### src/rtl/truth_table_scanner.sv
// Exhaustive truth-table scanner: walks minterms 0..15 on {x,y,w,z}, captures
// three function outputs into masks, then compares them against expected masks.
module truth_table_scanner #(
    parameter logic [15:0] EXP_C = 16'h5266,
    parameter logic [15:0] EXP_D = 16'h16C5,
    parameter logic [15:0] EXP_E = 16'h20AE
) (
    input  logic        clk,
    input  logic        rst,
    input  logic        start,
    output logic        x,
    output logic        y,
    output logic        w,
    output logic        z,
    input  logic        sC,
    input  logic        sD,
    input  logic        sE,
    output logic        busy,
    output logic        done,
    output logic [15:0] mask_c,
    output logic [15:0] mask_d,
    output logic [15:0] mask_e,
    output logic        err_c,
    output logic        err_d,
    output logic        err_e,
    output logic        pass,
    output logic [3:0]  first_fail
);

    typedef enum logic [2:0] {
        S_IDLE,
        S_DRIVE,
        S_SAMPLE,
        S_CHECK,
        S_DONE
    } state_t;

    state_t      state, state_nxt;
    logic [3:0]  idx, idx_nxt;
    logic        accept;
    logic        capture;
    logic        evaluate;
    logic [15:0] diff;
    logic [3:0]  drive;

    // Index of the lowest set bit; 0 when no bit is set.
    function automatic logic [3:0] lowest_set(input logic [15:0] v);
        logic [3:0] r;
        r = 4'd0;
        for (int i = 15; i >= 0; i--) begin
            if (v[i]) r = 4'(i);
        end
        return r;
    endfunction

    // NOTE: sequential state uses non-blocking assignments so every register
    // samples the pre-edge values of its peers, independent of block order.
    always_ff @(posedge clk or posedge rst) begin
        if (rst) begin
            state <= S_IDLE;
            idx   <= 4'd0;
        end else begin
            state <= state_nxt;
            idx   <= idx_nxt;
        end
    end

    // NOTE: every signal gets a default before the case so no path leaves a
    // value unassigned, which would otherwise infer a latch.
    always_comb begin
        state_nxt = state;
        idx_nxt   = idx;
        accept    = 1'b0;
        capture   = 1'b0;
        evaluate  = 1'b0;
        case (state)
            S_IDLE: begin
                if (start) begin
                    accept    = 1'b1;
                    idx_nxt   = 4'd0;
                    state_nxt = S_DRIVE;
                end
            end
            S_DRIVE: begin
                state_nxt = S_SAMPLE;
            end
            S_SAMPLE: begin
                capture = 1'b1;
                if (idx == 4'd15) begin
                    state_nxt = S_CHECK;
                end else begin
                    idx_nxt   = idx + 4'd1;
                    state_nxt = S_DRIVE;
                end
            end
            S_CHECK: begin
                evaluate  = 1'b1;
                state_nxt = S_DONE;
            end
            S_DONE: begin
                state_nxt = S_IDLE;
            end
            default: begin
                state_nxt = S_IDLE;
            end
        endcase
    end

    // Outputs decode directly from registered state, so reset clears them at once.
    assign busy  = (state == S_DRIVE) || (state == S_SAMPLE) || (state == S_CHECK);
    assign done  = (state == S_DONE);
    assign drive = ((state == S_DRIVE) || (state == S_SAMPLE)) ? idx : 4'd0;
    assign {x, y, w, z} = drive;

    // NOTE: the capture masks are plain flops, not a memory, so they take the
    // async reset like any other register.
    always_ff @(posedge clk or posedge rst) begin
        if (rst) begin
            mask_c <= 16'd0;
            mask_d <= 16'd0;
            mask_e <= 16'd0;
        end else if (accept) begin
            mask_c <= 16'd0;
            mask_d <= 16'd0;
            mask_e <= 16'd0;
        end else if (capture) begin
            mask_c[idx] <= sC;
            mask_d[idx] <= sD;
            mask_e[idx] <= sE;
        end
    end

    assign diff = (mask_c ^ EXP_C) | (mask_d ^ EXP_D) | (mask_e ^ EXP_E);

    // Verdict registers hold from CHECK until the next accepted start.
    always_ff @(posedge clk or posedge rst) begin
        if (rst) begin
            err_c      <= 1'b0;
            err_d      <= 1'b0;
            err_e      <= 1'b0;
            pass       <= 1'b0;
            first_fail <= 4'd0;
        end else if (accept) begin
            err_c      <= 1'b0;
            err_d      <= 1'b0;
            err_e      <= 1'b0;
            pass       <= 1'b0;
            first_fail <= 4'd0;
        end else if (evaluate) begin
            err_c      <= (mask_c != EXP_C);
            err_d      <= (mask_d != EXP_D);
            err_e      <= (mask_e != EXP_E);
            pass       <= (diff == 16'd0);
            first_fail <= lowest_set(diff);
        end
    end

endmodule

### config.mk
export PLATFORM = sky130hd
export DESIGN_NAME = truth_table_scanner
export DESIGN_NICKNAME = d
export VERILOG_FILES = /design/src/rtl/truth_table_scanner.sv
export SDC_FILE = /design/constraint.sdc
export NUM_CORES = 1
export LEC_CHECK = 0
export BUFFER_PORTS_ARGS = -buffer_cell sky130_fd_sc_hd__buf_4
export CAP_MARGIN = 10
export CORE_MARGIN = 1.5
export CORE_UTILIZATION = 59
export DETAILED_ROUTE_END_ITERATION = 10
export HOLD_SLACK_MARGIN = 0.05
export PLACE_DENSITY = 0.91
export SYNTH_ARGS = -nofsm -noshare
export SYNTH_HDL_FRONTEND = slang
export SYNTH_SLANG_ARGS = --single-unit
export TNS_END_PERCENT = 100
### constraint.sdc
create_clock -name clk -period 4.5 [get_ports clk]
set_input_delay 0.675 -clock clk [delete_from_list [all_inputs] [get_ports clk]]
set_output_delay 0.675 -clock clk [all_outputs]
set_load 0.03 [all_outputs]
==> results.tsv <==
metric	value	unit
setup_violations	0	
syn_area_per_cell	10.3	sq um
io_buffer_count	67	
antenna_found_initial	0	
post_cts_buffers	0	
multiInputGateArea	1530	sq um
fillers	358	
grt_usage	31.8	%
start_kind	register	
fin_crit	2380	ps
drc	0	
grt_overflow_total	0	
post-route-period-util	52.9	%
hold_class	in -> async	
critPathMaxFanout	36	
post_drt_wl_per_cell	19.1	microns
maxCapViolCount	0	
synth_compound_area_share	5.61	%
grt_pass1_vias	2720	
dr.pass1.iters	5	
rsz0062_at_grt	no	
cts_tree	yes	
yosys_most_used_dff	dfrtp_1	
cts_resized	0	
worst_slew_pin_slew	669	ps
num_vias	2787	
htree_num_levels	3	
yosys.area.top_type	dfrtp_1	
synthSimpleGateAreaFrac	25.4	%
ir_worst_vdd	0.361	mV
clock_skew	6.45	ps
synth_most_common_cell	dfrtp_1	
async_flop_share	100	%
ctsHoldBuffers	0	
drive_gt1_share	25.7	%
cp_data_required_time	4740	ps
slew_violations	0	
detailed_place_hpwl	6210	microns
clock_sinks	63	
yosysWarningCount	0	
area_growth_syn_to_layout	23.1	%
detail_route.vias_per_cell	6.17	
status	finished clean	
synth_fa_ha_area_share	1.57	%
io_pins	68	
routed_wl	8640	microns
ff_latch_area	1580	sq um
synth_mux_area_share	15.1	%
setup_tns	0	ps
place_congestion	0.922	
ys_types	50	
path_class	reg -> reg	
die_w	76.6	microns
clockRootBuffer	clkbuf_8	
arrival	2620	ps
nets	388	
leakage	2.14	nW
synth_top_family_by_area	simple AND/OR/NAND/NOR gates	
synth_top_area_share	49.4	%
p_per_area	453	nW/um^2
synth_xor_area_share	0.274	%
ys_seq_area_share	49.4	%
die_h	76.6	microns
clockBufferDepth	2	
finalPower	0.00178	W
drtAntennaViolNets	0	
netlist_instances	310	
syn_area	3190	sq um
netlist_top_cells_count	63 x dfrtp_1, 62 x nor2_1, 48 x mux2i_1	
endpoint_kind	register	
design.core.area	5170	sq um
numCtsBuffers	9	
n_antenna_cell	0	
ys_seq_elements	63	
grt_pass1_wl	14100	microns
initial_core_util	61.7	%
rows	26	
synth_area_leaders	dfrtp_1 49%, mux2i_1 15%, nor2_1 7.3%, nand3_1 2.7%, nand2_1 2.2%	
grt_max_degree	37	
clk_latency	350	ps
die_area	5860	sq um
finalHoldViolCount	0	
synth-edff-count	0	
synth.net_count	320	
max_slew_margin	55.3	%
fmax	420	MHz
clk_pin_slew_worst_paths	70	ps
initialDrtViolationCount	327	
[power breakdown]
group          total [W]  switching, W  internal (W)
Sequential      0.000727     0.0000912      0.000636
Clock           0.000464      0.000213      0.000251
Combinational   0.000589      0.000385      0.000203
[routing by layer]
metal	part of all wire (%)	vias to the layer above	GRT usage (%)
li1	-	1234	-
met1	41	1347	41.8
met2	48	168	49.9
met3	8.0	38	7.66
met4	3.6	0	14.8
met5	0	-	0
[cell type report]
class,instances,area share (%)
Inverter,7,0.669
Sequential cell,63,40.1
Clock buffer,11,3.34
Timing Repair Buffer,70,13.5
Multi-Input combinational cell,227,39.0
Clock inverter,4,1.21
Tap cell,70,2.23
[cells in the final DEF (no fill, tap or decap), types with 2 or more instances in the layout]
cell type,n
o211ai_1,2
a31oi_1,2
mux2i_1,48
nand4_1,3
inv_1,6
nor2_1,61
o21ai_0,3
or4b_4,2
nor4b_1,5
nor3_2,2
nand2b_4,2
nor3_1,7
buf_4,69
nor4_1,2
a21oi_1,3
clkinv_2,2
and2_1,2
o2111ai_1,2
nand2b_1,3
ha_1,4
nor4bb_1,6
nor2_2,3
a22o_1,3
clkbuf_8,9
a21o_1,2
clkbuf_1,2
dfrtp_1,63
nand3_1,17
nand2_1,19
nor2b_1,2
and3_1,3
[sequential cells by signal, summed over array words and instances, names as in the netlist]
register / count
err_c: 1
err_d: 1
err_e: 1
first_fail: 4
idx: 4
mask_c: 16
mask_d: 16
mask_e: 16
pass: 1
state: 3
[critical path, stage by stage (launching register included)]
cell	delay [ps]
dfrtp_1	450
or3b_1	430
nor2_2	530
buf_4	460
or2_2	200
a21o_1	110
nand2_1	50
[cell families (layout without fill, tap and decap cells)]
group | after synthesis | after routing
simple gates | 150 | 150
flops | 63 | 63
mux | 48 | 48
compound gates | 24 | 24
buf+inv | 20 | 92
fa+ha+maj | 4 | 4
xor+xnor | 1 | 1
[metrics by stage]
step                cell area [sq um]  std cells  setup slack, ps  hold slack [ps]  util (%)
finish                           3930        452             2120              418      76.0
global route                     3930        452             2030              472      76.0
CTS                              3920        451             2080              445      75.8
detailed placement               3740        436             1920              473      72.3
global placement                 3740        436             1960              469      72.3
floorplan                        3190        310             2260              521         -
[path summary, 6_finish.rpt]
check	slack [ps]	cells after the start	end	from
min reg2reg	480	2	first_fail[3]	first_fail[3]
min in group clk	480	2	first_fail[3]	first_fail[3]
min	420	2	mask_e[11]	rst
max reg2reg	2120	6	idx[1]	state[0]
max in group asynchronous	3200	3	mask_c[8]	rst
max	2120	6	idx[1]	state[0]
Note: power is estimated with default switching activity, not from simulation.
